[config.mk]
export PLATFORM = sky130hd
export DESIGN_NAME = ahb_slave_interface
export DESIGN_NICKNAME = d
export VERILOG_FILES = /design/src/rtl/bridge_pkg.sv /design/src/rtl/ahb_addr_decode.sv /design/src/rtl/ahb_slave_interface.sv
export SDC_FILE = /design/constraint.sdc
export NUM_CORES = 1
export LEC_CHECK = 0
export CAP_MARGIN = 30
export CORE_MARGIN = 2
export CORE_UTILIZATION = 39
export DETAILED_ROUTE_END_ITERATION = 12
export PLACE_DENSITY_LB_ADDON = 0.3
export SLEW_MARGIN = 20
export SYNTH_ARGS = -nofsm -noshare
export SYNTH_HDL_FRONTEND = slang
export SYNTH_HIERARCHICAL = 1
export SYNTH_SLANG_ARGS = --single-unit
export TNS_END_PERCENT = 100
[constraint.sdc]
create_clock -name HCLK -period 2.9 [get_ports HCLK]
set_input_delay 0.725 -clock HCLK [delete_from_list [all_inputs] [get_ports HCLK]]
set_output_delay 0.725 -clock HCLK [all_outputs]
set_load 0.01 [all_outputs]
[src/rtl/bridge_pkg.sv]
// ---------------------------------------------------------------------------
// bridge_pkg
// Shared definitions for the AHB-to-APB bridge slave side:
//   - address windows of the three APB slaves behind the bridge
//   - HTRANS / HRESP / HSIZE encodings
//   - state type of the error-response FSM
// ---------------------------------------------------------------------------
package bridge_pkg;

    // Each slave owns a 64 MiB window starting at 0x8000_0000.
    localparam logic [31:0] SLAVE0_BASE = 32'h8000_0000;
    localparam logic [31:0] SLAVE0_LAST = 32'h83FF_FFFF;
    localparam logic [31:0] SLAVE1_BASE = 32'h8400_0000;
    localparam logic [31:0] SLAVE1_LAST = 32'h87FF_FFFF;
    localparam logic [31:0] SLAVE2_BASE = 32'h8800_0000;
    localparam logic [31:0] SLAVE2_LAST = 32'h8BFF_FFFF;

    // One-hot slave selects; all-zero means the address is unmapped.
    localparam logic [2:0] SEL_NONE   = 3'b000;
    localparam logic [2:0] SEL_SLAVE0 = 3'b001;
    localparam logic [2:0] SEL_SLAVE1 = 3'b010;
    localparam logic [2:0] SEL_SLAVE2 = 3'b100;

    typedef enum logic [1:0] {
        HTRANS_IDLE   = 2'b00,
        HTRANS_BUSY   = 2'b01,
        HTRANS_NONSEQ = 2'b10,
        HTRANS_SEQ    = 2'b11
    } htrans_t;

    localparam logic [1:0] HRESP_OKAY  = 2'b00;
    localparam logic [1:0] HRESP_ERROR = 2'b01;

    // Largest legal transfer size (word).
    localparam logic [2:0] HSIZE_MAX = 3'b010;

    // Two-cycle AHB error response: ERR1 stalls, ERR2 completes.
    typedef enum logic [1:0] {
        ERR_OK   = 2'b00,
        ERR_ONE  = 2'b01,
        ERR_TWO  = 2'b10
    } err_state_t;

endpackage : bridge_pkg

[src/rtl/ahb_addr_decode.sv]
// ---------------------------------------------------------------------------
// ahb_addr_decode
// Combinational address decoder producing a one-hot APB slave select.
// Ports:
//   addr  in  32  AHB address-phase address
//   sel   out 3   one-hot slave select (000 = unmapped)
// ---------------------------------------------------------------------------
module ahb_addr_decode
    import bridge_pkg::*;
(
    input  logic [31:0] addr,
    output logic [2:0]  sel
);

    // Full-range compares so that every address bit takes part in the decode.
    always_comb begin
        sel = SEL_NONE;
        if (addr >= SLAVE0_BASE && addr <= SLAVE0_LAST) begin
            sel = SEL_SLAVE0;
        end else if (addr >= SLAVE1_BASE && addr <= SLAVE1_LAST) begin
            sel = SEL_SLAVE1;
        end else if (addr >= SLAVE2_BASE && addr <= SLAVE2_LAST) begin
            sel = SEL_SLAVE2;
        end
    end

endmodule : ahb_addr_decode

[src/rtl/ahb_slave_interface.sv]
// ---------------------------------------------------------------------------
// ahb_slave_interface
// AHB slave front end of an AHB-to-APB bridge. Qualifies AHB transfers,
// pipelines address/write data for the APB controller and generates the
// two-cycle ERROR response for unmapped or oversized transfers.
// Ports:
//   HCLK       in  1   clock, rising edge
//   HRESETn    in  1   synchronous reset, active HIGH despite the name
//   HADDR      in  32  address-phase address
//   HWDATA     in  32  write data
//   HTRANS     in  2   transfer type
//   HWRITE     in  1   1 = write
//   HSIZE      in  3   transfer size (> 3'b010 is illegal)
//   HREADYin   in  1   AHB bus ready
//   HREADOUT   in  1   ready from the APB FSM controller
//   PRDATA     in  32  APB read data
//   VALID      out 1   accepted, mapped transfer this cycle
//   HADDR0/1   out 32  address pipeline (0 newest)
//   HWDATA0/1  out 32  write-data pipeline (0 newest)
//   HWRITEREG  out 1   registered HWRITE
//   TEMP       out 3   one-hot slave select
//   HREADYout  out 1   ready returned to the master
//   HRESP      out 2   transfer response
//   HRDATA     out 32  read data returned to the master
// ---------------------------------------------------------------------------
module ahb_slave_interface
    import bridge_pkg::*;
(
    input  logic        HCLK,
    input  logic        HRESETn,
    input  logic [31:0] HADDR,
    input  logic [31:0] HWDATA,
    input  logic [1:0]  HTRANS,
    input  logic        HWRITE,
    input  logic [2:0]  HSIZE,
    input  logic        HREADYin,
    input  logic        HREADOUT,
    input  logic [31:0] PRDATA,
    output logic        VALID,
    output logic [31:0] HADDR0,
    output logic [31:0] HADDR1,
    output logic [31:0] HWDATA0,
    output logic [31:0] HWDATA1,
    output logic        HWRITEREG,
    output logic [2:0]  TEMP,
    output logic        HREADYout,
    output logic [1:0]  HRESP,
    output logic [31:0] HRDATA
);

    err_state_t err_state;
    logic       active;
    logic       bad_xfer;

    ahb_addr_decode u_addr_decode (
        .addr (HADDR),
        .sel  (TEMP)
    );

    // IDLE and BUSY never count as transfers, nor does anything while the bus stalls.
    assign active   = HREADYin && (HTRANS == HTRANS_NONSEQ || HTRANS == HTRANS_SEQ);
    assign bad_xfer = (TEMP == SEL_NONE) || (HSIZE > HSIZE_MAX);

    // Transfers arriving during an error response are dropped; reset masks HTRANS.
    assign VALID = !HRESETn && active && !bad_xfer && (err_state == ERR_OK);

    assign HRDATA = PRDATA;

    // Address/data pipeline advances only when the bus is ready.
    always_ff @(posedge HCLK) begin
        if (HRESETn) begin
            HADDR0    <= '0;
            HADDR1    <= '0;
            HWDATA0   <= '0;
            HWDATA1   <= '0;
            HWRITEREG <= 1'b0;
        end else if (HREADYin) begin
            HADDR1    <= HADDR0;
            HADDR0    <= HADDR;
            HWDATA1   <= HWDATA0;
            HWDATA0   <= HWDATA;
            HWRITEREG <= HWRITE;
        end
    end

    // Error FSM: a bad transfer starts a fixed two-cycle ERROR response.
    always_ff @(posedge HCLK) begin
        if (HRESETn) begin
            err_state <= ERR_OK;
        end else begin
            case (err_state)
                ERR_OK:  if (active && bad_xfer) err_state <= ERR_ONE;
                ERR_ONE: err_state <= ERR_TWO;
                ERR_TWO: err_state <= ERR_OK;
                default: err_state <= ERR_OK;
            endcase
        end
    end

    // Response decode; reset forces OKAY so an in-flight error is aborted at once.
    always_comb begin
        HRESP     = HRESP_OKAY;
        HREADYout = HREADOUT;
        if (!HRESETn) begin
            case (err_state)
                ERR_ONE: begin
                    HRESP     = HRESP_ERROR;
                    HREADYout = 1'b0;
                end
                ERR_TWO: begin
                    HRESP     = HRESP_ERROR;
                    HREADYout = 1'b1;
                end
                default: begin
                    HRESP     = HRESP_OKAY;
                    HREADYout = HREADOUT;
                end
            endcase
        end
    end

endmodule : ahb_slave_interface

After elaboration in Yosys (flattened, before gate mapping)

Cells that the tools add are included.

Register bits: 131
Output and inout bits: 168
Logic and storage cells: 42

Magnitude comparators: 7
Equal/unequal tests: 5
Mux-type cells: 9
Reduce and logical (&&, ||, !) cells: 15

Operators by type and width:

| cell                 | number |
|---|---|
| $ge 32x32->1 const B | 3 |
| $le 32x32->1 const B | 3 |
| $mux 3               | 3 |
| $logic_and 1x1->1    | 8 |
| $eq 2x2->1 const B   | 3 |
| $pmux 2 s2           | 1 |
| $gt 3x2->1 const B   | 1 |
| $logic_not 3->1      | 1 |
| $mux 1               | 3 |
| $eq 2x1->1 const B   | 1 |
| $logic_not 1->1      | 2 |
| $logic_not 2->1      | 1 |
| $logic_or 1x1->1     | 2 |
| $mux 2               | 1 |
| $ne 2x1->1 const B   | 1 |
| $pmux 1 s2           | 1 |
| $reduce_or 2->1      | 1 |

Logic depth before layout (Yosys ltp)

Depth after elaboration: 10
Depth in mapped cells: 5

Cells and area by module

The synthesis kept the hierarchy.

Modules (own cells, without submodules):

| module              | instances | cells each | area each (µm²) | seq. area each (µm²) |
|---|---|---|---|---|
| ahb_slave_interface | 1         | 474        | 4,988.5         | 2,622.5 |
| ahb_addr_decode     | 1         | 4          | 43.8            | 0.0 |

Worst setup path after synthesis

No wires, ideal clock.

Kind: input port to output port
Start: input HADDR[30]
End: output VALID
Arrival time: 2.187 ns
Data required time: 2.175 ns
Slack: -0.012 ns
Stages on the path: 5
Buffers on the path: 0
Cell sequence: or4b_4 > nor3_1 > or3_4 > nand3_1 > nor3_1

Elaborated cells on any way between the ends: 17

RTL lines:

| what                                                | RTL line                  | RTL |
|---|---|---|
| start: declaration                                  | ahb_slave_interface.sv:31 | `input logic [31:0] HADDR,` |
| $ge 32x32->1 / $le 32x32->1 (equally long branches) | ahb_addr_decode.sv:20     | `end else if (addr >= SLAVE1_BASE && addr <= SLAVE1_LAST) begin` |
| $logic_and 1x1->1                                   | ahb_addr_decode.sv:20     |  |
| $mux 3                                              | ahb_addr_decode.sv:20     |  |
| $mux 3 (*)                                          | ahb_addr_decode.sv:18     | `if (addr >= SLAVE0_BASE && addr <= SLAVE0_LAST) begin` |
| via TEMP[0]                                         | ahb_slave_interface.sv:45 | `output logic [2:0] TEMP,` |
| $logic_not 3->1 (*)                                 | ahb_slave_interface.sv:62 | `assign bad_xfer = (TEMP == SEL_NONE) \|\| (HSIZE > HSIZE_MAX);` |
| $logic_or 1x1->1 (*)                                | ahb_slave_interface.sv:62 |  |
| $logic_not 1->1 (*)                                 | ahb_slave_interface.sv:65 | `assign VALID = !HRESETn && active && !bad_xfer && (err_state == ERR_OK);` |
| $logic_and 1x1->1 (*) (2 in a row)                  | ahb_slave_interface.sv:65 |  |
| end: declaration                                    | ahb_slave_interface.sv:39 | `output logic VALID,` |

The timed path passes the listed nets; every way through them passes the cells marked *.

Final worst setup path

Start: input HADDR[29]
End: output VALID

Cells in the longest elaborated chain, start to end: 10
Elaborated cells on any way between the ends: 17

Ends and longest elaborated chain:

| what                                                | RTL line                  | RTL |
|---|---|---|
| $ge 32x32->1 / $le 32x32->1 (equally long branches) | ahb_addr_decode.sv:22     | `end else if (addr >= SLAVE2_BASE && addr <= SLAVE2_LAST) begin` |
| $logic_and 1x1->1                                   | ahb_addr_decode.sv:22     |  |
| $mux 3                                              | ahb_addr_decode.sv:22     |  |
| $mux 3                                              | ahb_addr_decode.sv:20     |  |
| $mux 3 (*)                                          | ahb_addr_decode.sv:18     |  |
| $logic_not 3->1 (*)                                 | ahb_slave_interface.sv:62 |  |
| $logic_or 1x1->1 (*)                                | ahb_slave_interface.sv:62 |  |
| $logic_not 1->1 (*)                                 | ahb_slave_interface.sv:65 |  |
| $logic_and 1x1->1 (*) (2 in a row)                  | ahb_slave_interface.sv:65 |  |

Every way passes the cells marked *; elsewhere a longest branch is shown, timed or not.

==> results.py <==
metrics = {
    "route": {
        "drc": 0,
        "drt_pass1_iterations": 4,
        "drt_iter0_markers": 192,
        "wl_per_cell_um": 14.1,
        "viasPerCell": 4.55,
        "vias": 3796,
        "detail-route-antenna-nets": 0,
        "routed_wl_um": 11800,
    },
    "logic_synthesis": {
        "synth_area_sq_um": 5030,
        "syn_inst": 478,
        "synth_cell_type_count": 21,
        "avgSynthCellArea_sq_um": 10.5,
        "ys.warnings.count": 6,
        "synth-seq-area-share": 0.521,
        "synth_nets": 588,
        "ys_seq_elements": 131,
    },
    "cts": {
        "htree_num_levels": 4,
        "cts_tree": "built",
        "numCtsBuffers": 17,
        "cts.path.max_buffers": 2,
        "clk_latency_ps": 400,
        "cts_sinks": 131,
        "clk_pin_slew_ps": 50,
        "root_buffer": "clkbuf_16",
    },
    "sta": {
        "fmax_ghz": 0.342,
        "slew_violations": 0,
        "setup_violations": 1,
        "whs_ps": 491,
        "worst_slew_pin_slew_ps": 900,
        "fin_skew_ps": 5.71,
        "maxSlewHeadroom": 0.400,
        "period_needed_ps": 2920,
        "hold_viol": 0,
        "fin_ws_ps": -24.3,
        "post-route-period-util": 1.01,
        "grt_setup_unrepaired": "true",
    },
    "final_layout": {
        "nFillCells": 1090,
        "drive_gt1_frac": 0.0830,
        "multi_input_area_sq_um": 2020,
        "seqCellArea_sq_um": 2620,
        "syn_to_final_growth_pct": 50.9,
        "fin_cells": 835,
        "n_antenna_cell": 0,
        "design_area_sq_um": 7590,
        "fin_nets": 763,
    },
    "worst_setup_path": {
        "worstReg2RegStart": "err_state[1]$_SDFFE_PP0P_",
        "required_ps": 2170,
        "cp-end-kind": "output port",
        "crit_type": "in2out",
        "cp-start-kind": "primary input",
        "crit_arrival_ps": 2200,
        "crit_fanout": 3,
        "reg2reg_depth": 6,
        "r2r_end": "err_state[1]$_SDFFE_PP0P_",
        "r2r_slack_ps": 1400,
    },
    "floorplan": {
        "die_area_sq_um": 13800,
        "core_sq_um": 12600,
        "fp.dieW_um": 118,
        "row_count": 41,
        "die_height_um": 118,
        "io_pins": 274,
        "initial_utilization": 0.399,
    },
    "pwr": {
        "pwr-share-clk": 0.437,
        "leakagePower_nw": 3.28,
        "power_density_nw_per_um2": 610,
        "swShare": 0.225,
        "worst_ir_drop_vdd_mv": 0.384,
        "p_switching_mw": 1.04,
        "power.internal_mw": 3.59,
        "p_comb_frac": 0.140,
        "p_seq_frac": 0.423,
    },
    "global_routing": {
        "grt_pass1_vias": 3801,
        "grt_usage": 0.172,
        "grt.overflow.total": 0,
        "grt_antenna_before_repair": 0,
        "grt_max_degree": 130,
        "grt_pass1_wl_um": 19300,
    },
    "place": {
        "dpl_worst_slack_ps": -831,
        "placed_cells": 803,
        "gp_congestion": 0.776,
        "post-dp-hpwl_um": 8230,
        "place_area_sq_um": 6990,
        "placement.io_buffers": 207,
    },
    "min_path": {
        "min_path_type": "reg2reg",
        "whs_path_depth": 2,
        "worstHoldEndpoint": "HWDATA1[19]$_SDFFE_PP0P_",
        "min_from": "HWDATA1[19]$_SDFFE_PP0P_",
    },
    "status": {
        "violations": "negative setup slack",
        "status": "finished, violations left",
    },
    "run": {
        "maxCapViolCount": 0,
    },
}
power by group through the flow:
| stage | sequential (mW) | clock (mW) | combinational (mW) |
|---|---|---|---|
| floorplan | 2.03 | 0 | 0.318 |
| global placement | 1.99 | 0 | 0.635 |
| detailed placement | 2.00 | 0 | 0.647 |
| CTS | 1.96 | 2.07 | 0.653 |
| global route | 1.97 | 2.15 | 0.700 |
| finish | 1.96 | 2.03 | 0.647 |
critical path, stage by stage:
cell	delay (ps)
buf_6	90
or4b_4	600
nor3b_4	220
or3_4	160
nand3_2	70
nor3_2	160
buf_2	160
registers in the layout, indices dropped and copies added (netlist names):
name,flops
HWDATA1,32
HADDR0,32
HWRITEREG,1
HWDATA0,32
HADDR1,32
err_state,2
logic make-up (layout without fill, tap and decap cells):
logic type                 Yosys count  after routing  synth area share
muxes                              132            132             0.263
and+or+nand+nor                    144            144             0.118
adders and majority gates            4              4           0.00995
AOI/OAI and AO/OA                    1              1           0.00323
other                                1              1          0.000745
buffers and inverters               65            250            0.0840
DFF                                131            131             0.521
final cells by class:
cell class                 count  area share
inverter                       2    0.000988
multi-input combinational    282       0.266
clock inverter                 5      0.0102
timing repair buffer         219       0.285
tap                          172      0.0283
sequential                   131       0.345
clock buffer                  24      0.0634
worst max-delay path by stage:
stage	depth (start not counted)	endpoint	start	slack (ps)
floorplan	5	VALID	HADDR[30]	60
global placement	7	VALID	HADDR[28]	-820
detailed placement	7	VALID	HADDR[28]	-830
CTS	7	VALID	HADDR[30]	-40
global route	7	VALID	HADDR[29]	-60
finish	7	VALID	HADDR[29]	-20
per-stage QoR:
step / power (mW) / TNS [ps] / utilization
3_5_place_dp: 2.64 / -2150 / 0.554
5_1_grt: 4.83 / -62.3 / 0.602
4_1_cts: 4.68 / -38.8 / 0.599
3_3_place_gp: 2.63 / -2150 / 0.554
6_report: 4.63 / -24.3 / 0.602
2_1_floorplan: 2.34 / 0 / -
cells in the final DEF, fill, tap and decap left out, types with 3 or more instances in the layout:
cell type	count
clkbuf_16	17
ha_1	4
dlygate4sd2_1	3
mux2i_1	131
buf_4	12
nand2b_1	4
clkbuf_1	4
nor2_1	129
clkbuf_8	3
buf_6	4
clkdlybuf4s50_1	196
dfxtp_1	130
per-layer routing:
layer  track usage  share of wire  up-vias
met1         0.201           0.43     1719
met2         0.266           0.45      158
li1              -              -     1892
met5             0              0        -
met3        0.0843           0.10       27
met4        0.0776          0.021        0
synth_stat cells, drive strengths merged:
cell type | n | area (sq um)
conb | 1 | 3.75
nand2b | 4 | 25.0
nor2 | 129 | 484
or3 | 1 | 11.3
nor3 | 2 | 10.0
mux2 | 1 | 11.3
ha | 4 | 50.1
inv | 2 | 7.51
clkbuf | 10 | 37.5
dfxtp | 131 | 2620
nor3b | 2 | 25.0
or4b | 1 | 13.8
buf | 53 | 378
nor2b | 2 | 12.5
nand3 | 1 | 5.00
mux2i | 131 | 1310
a32oi | 1 | 16.3
nand2 | 2 | 7.51
timing repair:
item | 4_1_cts | 5_1_grt
setup endpoints to repair | 5 | 3
pin swaps | 5 | 4
resized for setup | 31 | 5
hold buffers | 0 | 0
setup buffers | 2 | 1
Note: power is estimated with default switching activity, not from simulation.
